<file path="src/rtl/hazard_tracker.sv">
`default_nettype none
// ============================================================================
// Module   : hazard_tracker
// Purpose  : Carries register tags and write-control bits through the
//            Execute, Memory and Writeback stages of the pipelined ARM core
//            and produces the raw match and pending-write signals consumed
//            by the hazard unit. Optional saturating performance counters
//            tally stall cycles and taken branches.
// Config   : HAZARD_PERF_CNT_EN - when defined, adds stall_cnt/branch_cnt
//            ports and their counter logic.
// Ports    :
//   clk, reset                      clock, asynchronous active-low reset
//   RA1D, RA2D, WA3D                Decode source/destination tags
//   RegWriteD, MemtoRegD, PCSrcD    Decode control bits
//   CondExE                         Execute condition passed
//   FlushE                          bubble the Execute register
//   StallD, BranchTakenE, perf_clr  counter events / clear
//   Match_1E_M .. Match_12D_E       raw 4-bit tag compares
//   RegWriteM, RegWriteW            Memory / Writeback write enables
//   MemtoRegE                       Execute instruction is a load
//   PCWrPendingF, PCSrcW            PC write in flight / in Writeback
//   stall_cnt, branch_cnt           performance counters (macro only)
// Revision : 1.0 - initial release
// ============================================================================
module hazard_tracker #(
    parameter int CNT_W = 16
) (
    input  logic             clk,
    input  logic             reset,
    input  logic [3:0]       RA1D,
    input  logic [3:0]       RA2D,
    input  logic [3:0]       WA3D,
    input  logic             RegWriteD,
    input  logic             MemtoRegD,
    input  logic             PCSrcD,
    input  logic             CondExE,
    input  logic             FlushE,
    input  logic             StallD,
    input  logic             BranchTakenE,
    input  logic             perf_clr,
    output logic             Match_1E_M,
    output logic             Match_1E_W,
    output logic             Match_2E_M,
    output logic             Match_2E_W,
    output logic             Match_12D_E,
    output logic             RegWriteM,
    output logic             RegWriteW,
    output logic             MemtoRegE,
    output logic             PCWrPendingF,
    output logic             PCSrcW
`ifdef HAZARD_PERF_CNT_EN
    ,
    output logic [CNT_W-1:0] stall_cnt,
    output logic [CNT_W-1:0] branch_cnt
`endif
);

    // Execute stage
    logic [3:0] r_ra1E;
    logic [3:0] r_ra2E;
    logic [3:0] r_wa3E;
    logic       r_regWriteE;
    logic       r_memtoRegE;
    logic       r_pcSrcE;

    // Memory stage
    logic [3:0] r_wa3M;
    logic       r_regWriteM;
    logic       r_memtoRegM;
    logic       r_pcSrcM;

    // Writeback stage
    logic [3:0] r_wa3W;
    logic       r_regWriteW;
    logic       r_pcSrcW;

    // Execute register: a flush inserts an all-zero bubble (tags included).
    always_ff @(posedge clk or negedge reset) begin
        if (!reset) begin
            r_ra1E      <= 4'd0;
            r_ra2E      <= 4'd0;
            r_wa3E      <= 4'd0;
            r_regWriteE <= 1'b0;
            r_memtoRegE <= 1'b0;
            r_pcSrcE    <= 1'b0;
        end else if (FlushE) begin
            r_ra1E      <= 4'd0;
            r_ra2E      <= 4'd0;
            r_wa3E      <= 4'd0;
            r_regWriteE <= 1'b0;
            r_memtoRegE <= 1'b0;
            r_pcSrcE    <= 1'b0;
        end else begin
            r_ra1E      <= RA1D;
            r_ra2E      <= RA2D;
            r_wa3E      <= WA3D;
            r_regWriteE <= RegWriteD;
            r_memtoRegE <= MemtoRegD;
            r_pcSrcE    <= PCSrcD;
        end
    end

    // Memory and Writeback registers never stall or flush. Controls leaving
    // Execute are gated by the condition check; the tag always propagates.
    always_ff @(posedge clk or negedge reset) begin
        if (!reset) begin
            r_wa3M      <= 4'd0;
            r_regWriteM <= 1'b0;
            r_memtoRegM <= 1'b0;
            r_pcSrcM    <= 1'b0;
            r_wa3W      <= 4'd0;
            r_regWriteW <= 1'b0;
            r_pcSrcW    <= 1'b0;
        end else begin
            r_wa3M      <= r_wa3E;
            r_regWriteM <= r_regWriteE & CondExE;
            r_memtoRegM <= r_memtoRegE & CondExE;
            r_pcSrcM    <= r_pcSrcE & CondExE;
            r_wa3W      <= r_wa3M;
            r_regWriteW <= r_regWriteM;
            r_pcSrcW    <= r_pcSrcM;
        end
    end

    // Raw tag compares; RegWrite/MemtoReg qualification lives in the hazard unit.
    assign Match_1E_M   = (r_ra1E == r_wa3M);
    assign Match_1E_W   = (r_ra1E == r_wa3W);
    assign Match_2E_M   = (r_ra2E == r_wa3M);
    assign Match_2E_W   = (r_ra2E == r_wa3W);
    assign Match_12D_E  = (RA1D == r_wa3E) | (RA2D == r_wa3E);

    assign RegWriteM    = r_regWriteM;
    assign RegWriteW    = r_regWriteW;
    assign MemtoRegE    = r_memtoRegE;
    assign PCWrPendingF = PCSrcD | r_pcSrcE | r_pcSrcM;
    assign PCSrcW       = r_pcSrcW;

`ifdef HAZARD_PERF_CNT_EN
    localparam logic [CNT_W-1:0] c_cntMax = '1;

    logic [CNT_W-1:0] r_stallCnt;
    logic [CNT_W-1:0] r_branchCnt;

    // Clear wins over increment; both counters stick at all-ones.
    always_ff @(posedge clk or negedge reset) begin
        if (!reset) begin
            r_stallCnt  <= '0;
            r_branchCnt <= '0;
        end else if (perf_clr) begin
            r_stallCnt  <= '0;
            r_branchCnt <= '0;
        end else begin
            if (StallD && (r_stallCnt != c_cntMax)) begin
                r_stallCnt <= r_stallCnt + 1'b1;
            end
            if (BranchTakenE && (r_branchCnt != c_cntMax)) begin
                r_branchCnt <= r_branchCnt + 1'b1;
            end
        end
    end

    assign stall_cnt  = r_stallCnt;
    assign branch_cnt = r_branchCnt;

    // MemtoRegM is kept for pipeline completeness but has no consumer here.
    logic w_unused;
    assign w_unused = r_memtoRegM;
`else
    // Counter inputs and MemtoRegM have no consumer in this build.
    logic w_unused;
    assign w_unused = ^{r_memtoRegM, StallD, BranchTakenE, perf_clr, (CNT_W > 0)};
`endif

endmodule
`default_nettype wire

</file>
<file path="config.mk">
export PLATFORM = sky130hd
export DESIGN_NAME = hazard_tracker
export DESIGN_NICKNAME = d
export VERILOG_FILES = /design/src/rtl/hazard_tracker.sv
export SDC_FILE = /design/constraint.sdc
export NUM_CORES = 1
export LEC_CHECK = 0
export ABC_AREA = 1
export BUFFER_PORTS_ARGS = -buffer_cell sky130_fd_sc_hd__buf_2
export CORE_MARGIN = 2
export CORE_UTILIZATION = 51
export DETAILED_ROUTE_END_ITERATION = 12
export GPL_TIMING_DRIVEN = 0
export PLACE_DENSITY = 0.88
export SLEW_MARGIN = 40
export SYNTH_ARGS = -nofsm -noshare
export SYNTH_HDL_FRONTEND = slang
export SYNTH_SLANG_ARGS = --single-unit
export TNS_END_PERCENT = 10
</file>
<file path="constraint.sdc">
create_clock -name clk -period 1.9 [get_ports clk]
set_input_delay 0 -clock clk [delete_from_list [all_inputs] [get_ports clk]]
set_output_delay 0 -clock clk [all_outputs]
set_load 0.005 [all_outputs]
</file>
==> results.yml, run 1 <==
synthesis:
  synthXorXnorAreaFrac_pct: 12.3
  synthMuxAreaShare_pct: 0
  synthTopCellsByCount: "nand2_1, dfrtp_1, nor2_1"
  synth_adder_area_share_pct: 0
  synth_compound_area_share_pct: 0
  netlist_area_mm2: 0.00113
  syn-num-nets: 149
  yosysWarnings: 0
  synth_top_cell_by_area: "dfrtp_1"
  synth_async_sr_flop_share_pct: 100
  synth_top_family_by_area: "simple AND/OR/NAND/NOR gates"
  synth_seq_area_share_pct: 59.5
  synth_ff_type: "dfrtp_1"
  synthTopCellsByArea: "dfrtp_1, nand2_1, xnor2_1, nor2_1, inv_1"
  yosysTopAreaCellShare_pct: 59.5
  avgSynthCellArea_um2: 8.94
  yosysMostFrequentCell: "nand2_1"
  synth_edf_count: 0
  ys_seq_elements: 27
  synthSimpleGateAreaFrac_pct: 20.5
  synth_cells: 127
  yosysUniqueCellTypes: 6
min_path:
  min_path_cells: 3
  min_from: "FlushE"
  hold_path.class: "input port to flop"
  min_to: "r_wa3E[1]"
timing:
  whs_ns: 0.0884
  period_share_pct: 70.1
  hold_violations: 0
  setup_viol: 0
  tns_ns: 0
  slew_viol_final: 0
  rsz0062_at_grt: "false"
  skew_ns: 0.00173
  min_period_ns: 1.33
  worst_slack_ns: 0.568
  timing.fmax_ghz: 0.751
  maxSlewHeadroom_pct: 61.6
  tightestPinTransition_ns: 0.576
finish:
  n_antenna_cell: 0
  nNetsFinal: 204
  syn2layout_area_growth_pct: 37.3
  final_cell_area_mm2: 0.00156
  layout-drive-gt1-share_pct: 18.2
grt:
  grt_pass1_wl_um: 4260
  grt_pass1_vias: 1006
  antenna_found_initial: 0
  gr-total-overflow: 0
  grt_max_degree: 28
  grt_usage_pct: 22.6
place:
  io_buffers: 28
  placed_cell_area_mm2: 0.00131
  hpwl_um: 1480
  place_congestion: 0.772
  dpl_worst_slack_ns: 1.02
routing:
  drtPass1Iterations: 6
  routed_via_density: 4.71
  drt-total-wl_um: 2630
  vias: 984
  dr.first_iter.drc_count: 28
  drtAntennaViolNets: 0
  avgRoutedWirePerCell_um: 12.6
  drc: 0
clock_tree:
  post_cts_buffers: 0
  h-tree-depth: 1
  insertion_delay_ns: 0.32
  clk_pin_slew_worst_paths_ns: 0.14
  numCtsBuffers: 3
  clock-sinks: 27
  tritoncts: "yes"
  cts_root_buf: "clkbuf_4"
  clockBufferDepth: 2
  cts-resized-gates: 0
setup_path:
  ff2ff_setup_slack_ns: 1.30
  reg2reg_to: "r_pcSrcM"
  slowest_stage: "dfrtp_1"
  slowest_delay_ns: 0.42
  worst-r2r-cell-count: 2
  timing.critical_path.fanout_max: 4
  path_delay_family: "flip-flops"
  cpMostUsedCell: "nand2_1"
  worstPathArrival_ns: 1.33
  cp_cell_sequence: "inv_1 > nand2_1 > nand2_1 > nor2_1 > nand2_1 > nand2_1 > buf_2"
  path_buf_inv: 2
  required_ns: 1.90
  cp-start-kind: "flop"
  r2r-start: "r_pcSrcE"
  crit_type: "flop to primary output"
  crit_path_end_kind: "primary output"
die:
  initial_core_util_pct: 52.8
  io_pins: 32
  die_w_um: 51.2
  die_h_um: 51.2
  rows: 17
  die_area_mm2: 0.00262
  coreArea_mm2: 0.00215
outcome:
  status: "completed"
power_and_ir_drop:
  p_leak_nw: 0.877
  peakVddDrop_v: 0.000448
  p_per_area_mw_per_mm2: 675
flow_run:
  cap_violations: 0
[flip-flops by register name (all words and copies together) (netlist names)]
| signal | flops |
|---|---|
| RegWriteW | 1 |
| r_pcSrcM | 1 |
| r_regWriteE | 1 |
| MemtoRegE | 1 |
| r_ra2E | 4 |
| r_wa3M | 4 |
| r_pcSrcE | 1 |
| RegWriteM | 1 |
| r_ra1E | 4 |
| r_wa3E | 4 |
| r_wa3W | 4 |
| PCSrcW | 1 |
[metrics by stage]
| stage | power [mW] | utilization [%] | std cells |
|---|---|---|---|
| 2_1_floorplan | 0.714 | - | 127 |
| 3_3_place_gp | 0.769 | 61.0 | 183 |
| 3_5_place_dp | 0.779 | 61.0 | 183 |
| 4_1_cts | 1.05 | 72.5 | 209 |
| 5_1_grt | 1.10 | 72.5 | 209 |
| 6_report | 1.05 | 72.5 | 209 |
[cell families after synthesis]
kind of cell / Yosys count
and+or+nand+nor: 62
DFF: 27
buffers and inverters: 22
xor gates and xnor gates: 16
[layer usage]
| layer | up-vias | routed length, um | global-route usage, % |
|---|---|---|---|
| li1 | 470 | - | - |
| met1 | 452 | 1060 | 26.2 |
| met5 | - | 0 | 0 |
| met4 | 0 | 108 | 14.9 |
| met2 | 50 | 1360 | 40.5 |
| met3 | 12 | 107 | 0.877 |
[timing repair]
item	CTS	global route
hold buffers	22	0
endpoints found under the hold margin	44	0
endpoints found under the setup margin	0	0
[area by class of cell]
class | instances | area (um^2)
buffer | 1 | 7.51
clock buffer | 3 | 22.5
clock inverter | 1 | 5.00
fill | 142 | 591
inverter | 21 | 78.8
multi-input combinational | 78 | 373
sequential | 27 | 676
tap | 28 | 35.0
timing repair buffer | 50 | 360
[power breakdown]
group | internal [mW] | switching (mW) | leakage, nW
combinational | 0.0976 | 0.0852 | 0.509
clock | 0.0789 | 0.163 | 0.0177
sequential | 0.603 | 0.0247 | 0.350
total | 0.779 | 0.273 | 0.877
[worst register-to-register path, delay by kind of cell (launching register included)]
| kind | cells | cell delay [ns] |
|---|---|---|
| buf+inv | 1 | 0.03 |
| flops | 1 | 0.42 |
| simple gates | 1 | 0.07 |
[worst max path at each step]
| stage | to | cells after the start | startpoint |
|---|---|---|---|
| global placement | Match_12D_E | 7 | r_wa3E[1] |
| global route | Match_12D_E | 7 | r_wa3E[1] |
| floorplan | Match_2E_M | 3 | r_wa3M[3] |
| finish | Match_12D_E | 7 | r_wa3E[1] |
| CTS | Match_12D_E | 7 | r_wa3E[1] |
| detailed placement | Match_12D_E | 7 | r_wa3E[1] |
[placed cells by master (no fill, tap or decap)]
cell type      synthesis  final
buf_2                  0     28
clkbuf_4               0      3
buf_4                  1      1
dlygate4sd3_1          0     22
dfrtp_1               27     27
inv_1                 21     21
xnor2_1               16     16
nor2_1                24     24
clkinv_2               0      1
nand2_1               38     38
No activity file was read; power rests on OpenSTA's default activity.
==> run 2, diff against run 1 <==
--- a/config.mk
+++ b/config.mk
@@ -8,10 +8,10 @@
 export ABC_AREA = 1
 export BUFFER_PORTS_ARGS = -buffer_cell sky130_fd_sc_hd__buf_2
 export CORE_MARGIN = 2
-export CORE_UTILIZATION = 51
+export CORE_UTILIZATION = 45
 export DETAILED_ROUTE_END_ITERATION = 12
 export GPL_TIMING_DRIVEN = 0
-export PLACE_DENSITY = 0.88
+export PLACE_DENSITY = 0.83
 export SLEW_MARGIN = 40
 export SYNTH_ARGS = -nofsm -noshare
 export SYNTH_HDL_FRONTEND = slang
==> constraint.sdc (replaced) <==
create_clock -name clk -period 1.2 [get_ports clk]
set_input_delay 0 -clock clk [delete_from_list [all_inputs] [get_ports clk]]
set_output_delay 0 -clock clk [all_outputs]
set_load 0.005 [all_outputs]
==> run 2 against run 1 <==
  * The flow now finishes with violations (setup timing)
  * Worst hold slack better by 0.11 ns
  * Setup slack worse by 0.64 ns
  * Register-to-register slack worse by 0.77 ns
  * Non-clock buffer count down 1
  * First-iteration DRC count down 11%
  * Utilization down 8.8 points
  * Sequential share of layout area up 0.21 points
  * Flip-flop and latch count unchanged
  * Clock-buffer cell count unchanged
  * Final area down 0.48%
  * Critical path type unchanged
  * Largest cell class unchanged
==> results.yml, run 2 (same netlist as run 1, synthesis figures left out) <==
outcome:
  status: "finished with violations"
  violations: "setup timing"
setup_path:
  crit_path_end_kind: "primary output"
  ff2ff_setup_slack_ns: 0.53
  required_ns: 1.20
  r2r-start: "r_wa3E[2]"
  timing.critical_path.fanout_max: 4
  reg2reg_to: "r_wa3M[2]"
  crit_type: "flop to primary output"
  worstPathArrival_ns: 1.27
  cp-start-kind: "flop"
  worst-r2r-cell-count: 1
power_and_ir_drop:
  peakVddDrop_v: 0.000561
  p_per_area_mw_per_mm2: 1050
  p_sw_share_pct: 24.7
  p_switching_uw: 403
  p_clk_share_pct: 22.4
  pwr-share-comb_pct: 16.9
  internal_power_mw: 1.23
  p_leak_nw: 0.870
  power.total_mw: 1.63
  p_seq_share_pct: 60.7
grt:
  grt_max_degree: 28
  gr-total-overflow: 0
  antenna_found_initial: 0
  grt_pass1_vias: 837
  grt_pass1_wl_um: 3360
  grt_usage_pct: 16.6
clock_tree:
  tritoncts: "yes"
  clk_pin_slew_worst_paths_ns: 0.13
  insertion_delay_ns: 0.32
  h-tree-depth: 1
  numCtsBuffers: 3
  clockBufferDepth: 2
  cts_root_buf: "clkbuf_4"
  clock-sinks: 27
timing:
  whs_ns: 0.202
  rsz0062_at_grt: "true"
  setup_viol: 2
  min_period_ns: 1.27
  maxSlewHeadroom_pct: 63.1
  tightestPinTransition_ns: 0.554
  skew_ns: 0.00767
  hold_violations: 0
  period_share_pct: 106
  worst_slack_ns: -0.0703
  timing.fmax_ghz: 0.787
  slew_viol_final: 0
finish:
  syn2layout_area_growth_pct: 36.6
  layout-drive-gt1-share_pct: 21.1
  mostFrequentLayoutCells: "nand2_1, buf_2, dfrtp_1"
  n_antenna_cell: 0
  fillers: 199
  final_cell_area_mm2: 0.00155
  utilization_pct: 63.7
  nNetsFinal: 203
  final_common_cell: "nand2_1"
die:
  die_area_mm2: 0.00294
  rows: 18
  io_pins: 32
  die_w_um: 54.2
  coreArea_mm2: 0.00243
  initial_core_util_pct: 46.7
  die_h_um: 54.2
routing:
  vias: 944
  drtAntennaViolNets: 0
  dr.first_iter.drc_count: 25
  drt-total-wl_um: 2150
  drtPass1Iterations: 5
  drc: 0
  avgRoutedWirePerCell_um: 10.2
  routed_via_density: 4.50
place:
  io_buffers: 28
  placed_cell_area_mm2: 0.00131
  hpwl_um: 1470
  place_congestion: 0.723
flow_run:
  cap_violations: 0
min_path:
  hold_path.class: "input port to async pin"
## run 2: cell count changes in the layout (fill, tap and decap cells not counted), sizes merged
cell,delta
dlygate4sd3,-2
buf,+1
## run 2: layer usage
layer / up-vias / global-route usage [%] / share of wire, %
met2: 28 / 29.3 / 54
met3: 7 / 2.46 / 3.4
met5: - / 0 / 0
met4: 0 / 10.4 / 3.3
met1: 440 / 18.7 / 39
li1: 469 / - / -
## run 2: worst max-delay path, stage by stage (launching register included)
cell,delay (ns)
dfrtp_1,0.46
nand2_1,0.11
nand2_1,0.06
nor2_1,0.10
nand2_1,0.06
nand2_1,0.06
buf_2,0.10
## run 2: stage by stage
stage               worst slack [ns]  TNS [ns]  std cells
CTS                          -0.0635    -0.106        209
global placement               0.369         0        185
detailed placement             0.320         0        185
finish                       -0.0703   -0.0736        210
floorplan                      0.488         0        127
global route                  -0.188    -0.519        210
## run 2: worst max path at each step
stage / from / endpoint / slack, ns
3_3_place_gp: r_wa3E[1] / Match_12D_E / 0.37
4_1_cts: r_wa3E[0] / Match_12D_E / -0.06
6_report: r_wa3E[1] / Match_12D_E / -0.07
5_1_grt: r_wa3E[1] / Match_12D_E / -0.19
2_1_floorplan: r_wa3M[3] / Match_2E_M / 0.49
3_5_place_dp: r_wa3E[1] / Match_12D_E / 0.32
## run 2: timing repair
action	CTS	global route
buffers inserted	0	1
hold buffers	20	0
resized for setup	0	4
endpoints found under the hold margin	44	0
endpoints found under the setup margin	4	5
pin swaps	2	4
## run 2: layout make-up
class | count | area [um^2] | share of cell area, %
multi-input combinational | 78 | 375 | 24.2
clock buffer | 3 | 22.5 | 1.45
timing repair buffer | 49 | 348 | 22.4
tap | 30 | 37.5 | 2.42
buffer | 1 | 7.51 | 0.484
inverter | 21 | 78.8 | 5.08
sequential | 27 | 676 | 43.6
clock inverter | 1 | 5.00 | 0.323
## run 2: power by group through the flow
| stage | Clock [mW] | Combinational [mW] | Sequential (mW) |
|---|---|---|---|
| 2_1_floorplan | 0 | 0.129 | 1.00 |
| 3_3_place_gp | 0 | 0.214 | 1.00 |
| 3_5_place_dp | 0 | 0.222 | 1.01 |
| 4_1_cts | 0.383 | 0.272 | 0.992 |
| 5_1_grt | 0.408 | 0.315 | 0.998 |
| 6_report | 0.366 | 0.276 | 0.992 |
